[src/rtl/cmp_sort_ctrl.sv]
// cmp_sort_ctrl: collects a job of DEPTH bytes, bubble-sorts them in place
// using an external shared 8-bit comparator, then streams the sorted bytes
// out under valid/ready handshaking.
module cmp_sort_ctrl #(
  parameter int DEPTH = 8
) (
  input  logic       clk,
  input  logic       rst,
  input  logic       in_valid,
  output logic       in_ready,
  input  logic [7:0] in_data,
  input  logic       desc,
  output logic       out_valid,
  input  logic       out_ready,
  output logic [7:0] out_data,
  output logic       out_last,
  output logic       busy,
  output logic [7:0] cmp_a,
  output logic [7:0] cmp_b,
  input  logic [7:0] cmp_f,
  output logic       cmp_err
);

  // One index register serves as load pointer, compare index i and output
  // index k, since those phases never overlap.
  localparam int IW = (DEPTH > 2) ? $clog2(DEPTH) : 1;
  localparam logic [IW-1:0] LAST_IDX = IW'(DEPTH - 1);
  localparam logic [IW-1:0] LAST_CMP = IW'(DEPTH - 2);

  typedef enum logic [1:0] {
    IDLE = 2'd0,
    LOAD = 2'd1,
    SORT = 2'd2,
    OUT  = 2'd3
  } state_t;

  state_t        state_reg, state_next;
  logic [IW-1:0] idx_reg, idx_next;
  logic [IW-1:0] pass_reg, pass_next;
  logic          desc_reg, desc_next;
  logic          err_reg, err_next;

  logic [7:0]    mem_reg [DEPTH];

  logic [IW-1:0] idx_inc;
  logic [7:0]    a_val;
  logic [7:0]    b_val;
  logic          flag_ok;
  logic          swap_req;
  logic          load_en;
  logic          swap_en;

  // Neighbour pair addressed by the current index, plus comparator flag decode.
  always_comb begin
    idx_inc  = idx_reg + 1'b1;
    a_val    = mem_reg[idx_reg];
    b_val    = mem_reg[idx_inc];
    // Exactly one of G/E/L may be set and the spare bits must be clear.
    flag_ok  = (cmp_f[7:3] == 5'd0) &&
               ((cmp_f[2:0] == 3'b001) || (cmp_f[2:0] == 3'b010) ||
                (cmp_f[2:0] == 3'b100));
    // Equal operands never swap, which keeps the sort stable.
    swap_req = flag_ok && (desc_reg ? cmp_f[0] : cmp_f[2]);
  end

  // State register and control counters.
  always_ff @(posedge clk) begin
    if (rst) begin
      state_reg <= IDLE;
      idx_reg   <= '0;
      pass_reg  <= '0;
      desc_reg  <= 1'b0;
      err_reg   <= 1'b0;
    end else begin
      state_reg <= state_next;
      idx_reg   <= idx_next;
      pass_reg  <= pass_next;
      desc_reg  <= desc_next;
      err_reg   <= err_next;
    end
  end

  // Next-state, counter and output decode for the four-state controller.
  always_comb begin
    state_next = state_reg;
    idx_next   = idx_reg;
    pass_next  = pass_reg;
    desc_next  = desc_reg;
    err_next   = err_reg;
    in_ready   = 1'b0;
    out_valid  = 1'b0;
    out_data   = 8'd0;
    out_last   = 1'b0;
    busy       = 1'b1;
    cmp_a      = 8'd0;
    cmp_b      = 8'd0;
    load_en    = 1'b0;
    swap_en    = 1'b0;

    unique case (state_reg)
      IDLE: begin
        busy     = 1'b0;
        in_ready = 1'b1;
        if (in_valid) begin
          // First byte of a job also fixes the sort direction.
          load_en    = 1'b1;
          desc_next  = desc;
          idx_next   = IW'(1);
          state_next = LOAD;
        end
      end

      LOAD: begin
        in_ready = 1'b1;
        if (in_valid) begin
          load_en = 1'b1;
          if (idx_reg == LAST_IDX) begin
            idx_next   = '0;
            pass_next  = '0;
            state_next = SORT;
          end else begin
            idx_next = idx_inc;
          end
        end
      end

      SORT: begin
        cmp_a   = a_val;
        cmp_b   = b_val;
        // A bad flag sample is recorded but the pass keeps running.
        if (!flag_ok) begin
          err_next = 1'b1;
        end
        swap_en = swap_req;
        if (idx_reg == LAST_CMP) begin
          idx_next = '0;
          if (pass_reg == LAST_CMP) begin
            pass_next  = '0;
            state_next = OUT;
          end else begin
            pass_next = pass_reg + 1'b1;
          end
        end else begin
          idx_next = idx_inc;
        end
      end

      OUT: begin
        out_valid = 1'b1;
        out_data  = a_val;
        out_last  = (idx_reg == LAST_IDX);
        if (out_ready) begin
          if (idx_reg == LAST_IDX) begin
            idx_next   = '0;
            state_next = IDLE;
          end else begin
            idx_next = idx_inc;
          end
        end
      end

      default: begin
        state_next = IDLE;
      end
    endcase
  end

  // Job storage: written by input transfers, or as a swapped pair during SORT.
  always_ff @(posedge clk) begin
    if (load_en) begin
      mem_reg[idx_reg] <= in_data;
    end else if (swap_en) begin
      mem_reg[idx_reg] <= b_val;
      mem_reg[idx_inc] <= a_val;
    end
  end

  assign cmp_err = err_reg;

endmodule
[config.mk]
export PLATFORM = sky130hd
export DESIGN_NAME = cmp_sort_ctrl
export DESIGN_NICKNAME = d
export VERILOG_FILES = /design/src/rtl/cmp_sort_ctrl.sv
export SDC_FILE = /design/constraint.sdc
export NUM_CORES = 1
export LEC_CHECK = 0
export CELL_PAD_IN_SITES_DETAIL_PLACEMENT = 2
export CELL_PAD_IN_SITES_GLOBAL_PLACEMENT = 2
export CORE_ASPECT_RATIO = 2
export CORE_MARGIN = 1
export CORE_UTILIZATION = 40
export CTS_CLUSTER_SIZE = 30
export DETAILED_ROUTE_END_ITERATION = 8
export PLACE_DENSITY_LB_ADDON = 0.1
export SYNTH_ARGS = -nofsm -noshare
export SYNTH_HDL_FRONTEND = slang
export SYNTH_SLANG_ARGS = --single-unit
export TNS_END_PERCENT = 10
[constraint.sdc]
create_clock -name clk -period 6.2 [get_ports clk]
set_input_delay 1.55 -clock clk [delete_from_list [all_inputs] [get_ports clk]]
set_output_delay 1.55 -clock clk [all_outputs]
set_load 0.05 [all_outputs]
==> impl_metrics.env, run 1 <==
export IMPL_crit_buf_inv=3
export IMPL_cap_violations=0
export IMPL_fin_crit_ns=5.386
export IMPL_num_rows=59
export IMPL_combPwrFrac_pct=52.5
export IMPL_status="complete, but fails checks"
export IMPL_path_class="reg2out"
export IMPL_clockRootBuffer="clkbuf_16"
export IMPL_placed_area_um2=6035
export IMPL_cts_resized=0
export IMPL_cp_max_fo=32
export IMPL_maxSlewHeadroom_pct=16.25
export IMPL_seq_power_share_pct=24.9
export IMPL_syn2layout_area_growth_pct=17.97
export IMPL_die_w_um=84.13
export IMPL_synthArstFlopShare_pct=0
export IMPL_place_gp_congestion=0.9110
export IMPL_diodes=0
export IMPL_clk_pin_slew_worst_paths_ns=0.06
export IMPL_io_pins=50
export IMPL_cts_buffers=9
export IMPL_switching_share_pct=44.15
export IMPL_wl_per_cell_um=28.02
export IMPL_setup_violations_final=0
export IMPL_grt_pass1_wl_um=30820
export IMPL_synth_seq_area_share_pct=40.44
export IMPL_avgSynthCellArea_um2=10.40
export IMPL_yosysTopAreaCellShare_pct=35.61
export IMPL_violations="DRC"
export IMPL_core_area_um2=13070
export IMPL_fillers=1355
export IMPL_final_nets=591
export IMPL_grt_overflow_total=0
export IMPL_ant_nets=0
export IMPL_startpoint_type="register"
export IMPL_irDropWorstVdd_mv=0.2338
export IMPL_finalHoldViolations=0
export IMPL_finalSetupTns_ns=0
export IMPL_cts_htree_levels=3
export IMPL_port_buffer_count=49
export IMPL_holdPathStages=2
export IMPL_drive_gt1_share_pct=16.58
export IMPL_crit_cells=8
export IMPL_synthTopCellsByArea="edfxtp_1 (36%), mux4_2 (8.3%), a21oi_1 (5.8%)"
export IMPL_num_vias=4641
export IMPL_drt_wl_total_um=20140
export IMPL_cts_tree="done"
export IMPL_rsz0062_at_grt="false"
export IMPL_clockBufferDepth=2
export IMPL_drv_slew=0
export IMPL_hold_class="reg2reg"
export IMPL_ctsHoldBuffers=0
export IMPL_worstRegToRegCells=7
export IMPL_cts_sinks=77
export IMPL_r2r_start="idx_reg[0]"
export IMPL_die_y_um=166.3
export IMPL_start_util_pct=41.30
export IMPL_p_total_mw=2.714
export IMPL_design_area_um2=6366
export IMPL_track_usage_pct=29.95
export IMPL_hold_worst_slack_ns=0.4524
export IMPL_period_share_pct=86.88
export IMPL_crit_chain="inv_1 -> ha_1 -> buf_4 -> mux2_2 -> a21oi_1 -> o211ai_1 -> and2_1 -> buf_12"
export IMPL_end_kind="primary output"
export IMPL_yosys_area_top_type="edfxtp_1"
export IMPL_netlist_cell_type_count=65
export IMPL_post_cts_buffers=0
export IMPL_fp_dieArea_um2=13990
export IMPL_largest_register_ffs=64
export IMPL_via_per_inst=6.455
export IMPL_yosysWarnings=0
export IMPL_p_int_mw=1.516
export IMPL_grt_max_degree=45
export IMPL_crit_family="buffers and inverters"
export IMPL_synthCells=519
export IMPL_synth_nets=548
export IMPL_leakage_nw=2.345
export IMPL_crit_start="idx_reg[0]"
export IMPL_grt_antenna_before_repair=0
export IMPL_first_global_vias=5170
export IMPL_hp_start="cmp_err"
export IMPL_critPathMaxStageDelay_ns=0.68
export IMPL_synth_edff_count=64
export IMPL_max_freq_mhz=185.7
export IMPL_drt_iter0_markers=290
export IMPL_power_switching_mw=1.199
export IMPL_dr_pass1_iters=6
export IMPL_dp_hpwl_um=14260
export IMPL_required_ns=4.65
export IMPL_p_clk_share_pct=22.6
export IMPL_clk_latency_ns=0.35
export IMPL_netlist_area_um2=5396
export IMPL_drcViolationCount=6
export IMPL_fin_skew_ns=0.01204
export IMPL_synthFlopType="edfxtp_1"
export IMPL_worst_pin_slew_ns=1.255
export IMPL_powerDensity_nw_per_um2=426.4
export IMPL_ys_ff_latch=77
export IMPL_arrival_ns=3.84
export IMPL_cp_slowest_cell="ha_1"
[per-stage QoR]
stage / instances / setup WS (ns) / util, %
final: 719 / 0.8136 / 48.72
after global routing: 719 / 0.6049 / 48.72
after CTS: 719 / 0.8218 / 48.72
after detailed placement: 703 / 1.270 / 46.18
after global placement: 703 / 1.487 / 46.18
after floorplan: 519 / 1.950 / -
[path summary, 6_finish.rpt]
| check | endpoint | slack (ns) |
|---|---|---|
| worst max-delay path | cmp_b[4] | 0.81 |
| worst min-delay path | cmp_err | 0.45 |
| worst max register to register | mem_reg[3][4] | 1.87 |
| worst min register to register | cmp_err | 0.45 |
[placed cells by master, fill, tap and decap left out, drive strengths merged, types with 10 or more instances in the layout]
cell type,Yosys,final
a21o,17,17
a21oi,64,64
and2,13,13
buf,25,24
clkbuf,8,11
clkdlybuf4s50,0,41
dfxtp,13,13
edfxtp,64,64
inv,12,12
mux2,18,18
mux2i,30,30
mux4,22,22
nand2,50,50
nand3,12,12
nor2,45,45
o21ai,33,33
o22ai,10,10
[final cells by class]
class	count	area, um^2	area share, %
Multi-Input combinational cell	396	2960	46.50
Inverter	13	48.80	0.7665
Tap cell	152	190.2	2.987
Clock inverter	5	98.84	1.553
Clock buffer	11	232.7	3.656
Timing Repair Buffer	65	653.1	10.26
Sequential cell	77	2182	34.28
[logic make-up after synthesis]
logic type / count (synthesis) / synth area share [%]
AOI/OAI and AO/OA: 162 / 19.08
muxes: 70 / 19.24
DFF: 77 / 40.44
buffers and inverters: 46 / 4.823
and+or+nand+nor: 155 / 14.40
adders and majority gates: 8 / 1.855
xor gates and xnor gates: 1 / 0.1623
[worst min-delay path: stages (launching register included)]
cell     delay [ns]
dfxtp_1        0.31
inv_1          0.05
a21oi_1        0.05
[power groups by stage]
stage / Combinational [mW] / Clock (mW) / Sequential (mW)
after floorplan: 1.04 / 0 / 0.644
after global placement: 1.36 / 0 / 0.678
after detailed placement: 1.41 / 0 / 0.685
after CTS: 1.43 / 0.619 / 0.675
after global routing: 1.52 / 0.640 / 0.681
final: 1.43 / 0.614 / 0.675
[cell usage after synthesis, drive strengths merged (5+ instances only)]
| cell | n |
|---|---|
| mux2 | 18 |
| and2 | 13 |
| a21o | 17 |
| clkbuf | 8 |
| nand2 | 50 |
| a211oi | 6 |
| mux4 | 22 |
| nor3 | 8 |
| nor2 | 45 |
| a22oi | 5 |
| o21ai | 33 |
| a211o | 9 |
| dfxtp | 13 |
| edfxtp | 64 |
| o22ai | 10 |
| nand3 | 12 |
| mux2i | 30 |
| buf | 25 |
| nor3b | 5 |
| ha | 8 |
| inv | 12 |
| a21oi | 64 |
[layer usage]
layer  vias up  wire, um  GRT usage (%)
li1       2064         -              -
met1      2383      7456          33.23
met2       136     10890          53.92
met3        58       768          3.877
met4         0      1029          17.39
met5         -         0              0
No activity file was read; power rests on OpenSTA's default activity.
==> inputs of run 2 (changes only) <==
--- a/config.mk
+++ b/config.mk
@@ -7,9 +7,10 @@
 export LEC_CHECK = 0
 export CELL_PAD_IN_SITES_DETAIL_PLACEMENT = 2
 export CELL_PAD_IN_SITES_GLOBAL_PLACEMENT = 2
-export CORE_ASPECT_RATIO = 2
+export CORE_ASPECT_RATIO = 0.7
 export CORE_MARGIN = 1
 export CORE_UTILIZATION = 40
+export CTS_CLUSTER_DIAMETER = 120
 export CTS_CLUSTER_SIZE = 30
 export DETAILED_ROUTE_END_ITERATION = 8
 export PLACE_DENSITY_LB_ADDON = 0.1
==> impl_metrics.env, run 2 (synthesis gave the netlist of run 1 again) <==
export IMPL_status="completed"
export IMPL_dp_cells=718
export IMPL_seq_power_share_pct=25.2
export IMPL_drcViolationCount=0
export IMPL_grt_max_degree=46
export IMPL_switching_share_pct=46.86
export IMPL_fillers=1369
export IMPL_combPwrFrac_pct=55.8
export IMPL_final_nets=592
export IMPL_dp_hpwl_um=14720
export IMPL_end_kind="primary output"
export IMPL_grt_overflow_total=0
export IMPL_cts_htree_levels=3
export IMPL_drt_iter0_markers=459
export IMPL_dp_slack_ns=1.338
export IMPL_fin_skew_ns=0.007060
export IMPL_design_area_um2=6286
export IMPL_via_per_inst=6.463
export IMPL_hold_worst_slack_ns=0.4589
export IMPL_fin_util_pct=47.85
export IMPL_setup_violations_final=0
export IMPL_clockBufferDepth=2
export IMPL_first_global_vias=4836
export IMPL_cts_buffers=9
export IMPL_place_gp_congestion=0.8574
export IMPL_period_share_pct=84.97
export IMPL_post_cts_buffers=0
export IMPL_track_usage_pct=31.25
export IMPL_p_int_mw=1.395
export IMPL_diodes=0
export IMPL_num_vias=4744
export IMPL_clk_latency_ns=0.35
export IMPL_die_w_um=140.8
export IMPL_core_area_um2=13140
export IMPL_largest_register_ffs=64
export IMPL_finalSetupTns_ns=0
export IMPL_startpoint_type="register"
export IMPL_port_buffer_count=49
export IMPL_cts_tree="done"
export IMPL_max_freq_mhz=189.8
export IMPL_fin_crit_ns=5.268
export IMPL_final_common_cell="edfxtp_1"
export IMPL_grt_pass1_wl_um=31620
export IMPL_clockRootBuffer="clkbuf_16"
export IMPL_wl_per_cell_um=28.22
export IMPL_ant_nets=0
export IMPL_path_class="reg2out"
export IMPL_instances_no_fill=734
export IMPL_placed_area_um2=6017
export IMPL_cp_max_fo=41
export IMPL_grt_antenna_before_repair=0
export IMPL_cts_sinks=77
export IMPL_drive_gt1_share_pct=16.55
export IMPL_drv_slew=0
export IMPL_final_cell_mix="edfxtp_1 (64), a21oi_1 (63), nand2_1 (50), clkdlybuf4s50_1 (46), nor2_1 (45)"
export IMPL_hold_class="reg2reg"
export IMPL_syn2layout_area_growth_pct=16.49
export IMPL_power_switching_mw=1.231
export IMPL_die_y_um=99.18
export IMPL_worst_pin_slew_ns=1.095
export IMPL_p_clk_share_pct=18.9
export IMPL_leakage_nw=2.296
export IMPL_required_ns=4.65
export IMPL_powerDensity_nw_per_um2=417.8
export IMPL_p_total_mw=2.626
export IMPL_r2r_setup_slack_ns=2.63
export IMPL_clk_pin_slew_worst_paths_ns=0.06
export IMPL_irDropWorstVdd_mv=0.1767
export IMPL_fp_dieArea_um2=13970
export IMPL_ctsHoldBuffers=0
export IMPL_arrival_ns=3.72
export IMPL_rsz0062_at_grt="false"
export IMPL_cts_resized=0
export IMPL_num_rows=35
export IMPL_drt_wl_total_um=20710
export IMPL_cap_violations=0
export IMPL_start_util_pct=41.08
export IMPL_finalHoldViolations=0
export IMPL_io_pins=50
export IMPL_setup_ws_ns=0.9317
export IMPL_dr_pass1_iters=6
export IMPL_maxSlewHeadroom_pct=26.91
==> run 2: cell type report <==
cell class	count	area [um^2]	area share, %
multi-input combinational	396	2967	47.19
sequential	77	2183	34.73
timing repair buffer	66	610.6	9.713
clock buffer	10	229.0	3.643
tap	166	207.7	3.304
inverter	13	48.80	0.7763
clock inverter	6	40.04	0.6369
==> run 2: power by group through the flow <==
stage	clock [mW]	combinational, mW	sequential, mW
after floorplan	0	1.04	0.644
after global placement	0	1.37	0.669
after detailed placement	0	1.43	0.672
after CTS	0.502	1.45	0.663
after global routing	0.522	1.57	0.666
final	0.497	1.47	0.663
==> run 2: critical path, stage by stage (launching register included) <==
cell	delay [ns]
dfxtp_1	0.39
ha_1	0.22
ha_1	0.47
buf_4	0.48
nor3b_2	0.18
a22o_1	0.28
a211oi_2	0.54
nor2_1	0.08
clkdlybuf4s50_1	0.72
==> run 2: path summary, 6_finish.rpt <==
check | startpoint | end | depth (start not counted)
max | idx_reg[1] | cmp_b[2] | 8
min | cmp_err | cmp_err | 2
max reg2reg | idx_reg[1] | mem_reg[2][6] | 5
min reg2reg | cmp_err | cmp_err | 2
==> run 2: metal layers <==
| layer | global-route usage (%) | vias to the layer above | share of wire (%) |
|---|---|---|---|
| li1 | - | 2069 | - |
| met1 | 44.60 | 2474 | 47 |
| met2 | 50.06 | 173 | 46 |
| met3 | 4.670 | 28 | 5.5 |
| met4 | 7.692 | 0 | 1.9 |
| met5 | 0 | - | 0 |
==> variant: new RTL, settings of run 2 <==
`DEPTH`: 8 -> 16.
--- a/src/rtl/cmp_sort_ctrl.sv
+++ b/src/rtl/cmp_sort_ctrl.sv
@@ -2,7 +2,7 @@
 // using an external shared 8-bit comparator, then streams the sorted bytes
 // out under valid/ready handshaking.
 module cmp_sort_ctrl #(
-  parameter int DEPTH = 8
+  parameter int DEPTH = 16
 ) (
   input  logic       clk,
   input  logic       rst,
Check against the original RTL: not equivalent (Yosys sat finds a counterexample within 10 cycles, from zero or initial values and one cycle with rst high).
==> variant against run 2 <==
  * Wire length increased by 52%
  * Final area up 68%
  * Sequential cell count up 67
  * Global-route usage fell by 3.6 points
  * Power is 42% higher
  * Non-clock buffer count rose by 6
  * Synthesized cell count rose by 30%
  * Sequential power up 72%
  * Highest routed layer unchanged
  * Worst setup slack lost 0.34 ns
  * Area after synthesis is 72% higher
==> variant: results (changes against run 2) <==
[power]
peakVddDrop_v = 0.000212  ; +20%
p_clk_mw = 1.13  ; +130%
clkPwrFrac = 0.305  ; +0.116
p_leak_nw = 3.35  ; +46%
p_sw_frac = 0.367  ; -0.102

[final_layout]
fillers = 2177  ; +59%
drive_gt1_frac = 0.213  ; +0.0473
inverters = 9  ; -4
largest_reg_flops = 128  ; +100%
buffers = 72  ; +9.1%
multi_input_gates = 448  ; +13%
clkCellAreaFrac = 0.0593  ; +0.0165
multi_input_area_share = 0.442  ; -0.0297
seq_share = 0.394  ; +0.0470
fin_nets = 726  ; +23%
buffer_area_frac = 0.0640  ; -0.0332

[critical_path]
rrSetupSlack_ns = 2.30  ; -0.33 ns
path_max_fanout = 17  ; -59%
worstRegToRegCells = 6  ; +1
cpMaxStageDelayCell = xnor2_2
startpoint = idx_reg[0]$_SDFFE_PP0P_
cp.arrival_ns = 4.06  ; +0.34 ns
worst_setup_path_endpoint = cmp_b[0]
cp_top_family = buffers and inverters
r2r-end = mem_reg[9][5]$_DFFE_PP_
max_stage_delay_ns = 0.85  ; +0.13 ns

[status]
status = complete, no violations

[drt]
dr_wl_met3_um = 2200  ; +94%
routed.top_layer = met4
routed_wl_um = 31600  ; +52%
wl_met2_um = 14700  ; +55%
vias = 6394  ; +35%
wl_met1_um = 14200  ; +47%
wl_per_cell_um = 31.1  ; +10%
drt_iter0_drc = 461  ; +0.44%
first_pass_iters = 7  ; +1

[synthesis]
netlist_instances = 673  ; +30%
async_flop_share = 0  ; unchanged
yosys-top-cells-area = edfxtp_1 41%, mux2i_1 13%, mux4_2 13%, mux4_1 5.1%, dfxtp_1 3.5%
yosysSeqAreaShare = 0.449  ; +0.0445
synth_commonest_cells = 128 x edfxtp_1, 125 x mux2i_1, 52 x mux4_2
syn_nets = 707  ; +29%
yosysUniqueCellTypes = 62  ; -4.6%

[clock_tree]
clock_latency_ns = 0.44  ; +0.09 ns
htreeDepth = 4  ; +1
ctsHoldBuffers = 0  ; unchanged
clock_sinks = 144  ; +87%

[grt]
grt_pass1_vias = 6725  ; +39%
grt_usage = 0.277  ; -0.0355
grt_pass1_wl_um = 46200  ; +46%

[placed_design]
placed_area_um2 = 9940  ; +65%
place.gp.congestion = 0.851  ; -0.80%
dp.cells = 985  ; +37%
dpl.hpwl_um = 22000  ; +49%
pre_cts_ws_ns = 1.07  ; -0.271 ns

[sta]
fmax_mhz = 178  ; -6.1%
worst_pin_slew_ns = 1.35  ; +0.256 ns
finalClockSkew_ns = 0.00954  ; +0.00248 ns

-- variant: cell count changes in the layout (fill, tap and decap cells not counted), sizes merged, moves of 10 or more --
cell,run 2,this run
a41oi,0,12
mux4,22,70
nor3,8,20
mux2i,30,131
nor2,45,31
and3,4,16
a21oi,64,25
clkbuf,10,20
nand2,50,28
a21o,17,5
edfxtp,64,128
o21ai,33,17
-- variant: routing by layer --
metal  vias to the layer above  GRT usage
met1                      3402      0.390
li1                       2713          -
met5                         -          0
met2                       248      0.434
met3                        31     0.0624
met4                         0     0.0730
-- variant: cells by family after synthesis --
| group | count (synthesis) | share of synthesized area |
|---|---|---|
| multiplexers | 211 | 0.339 |
| XOR/XNOR | 5 | 0.00553 |
| AND/OR/NAND/NOR | 135 | 0.0767 |
| flip-flops | 144 | 0.449 |
| AO/OA/AOI/OAI | 84 | 0.0647 |
| adder cells (fa/ha/maj) | 13 | 0.0175 |
| buffers and inverters | 81 | 0.0477 |
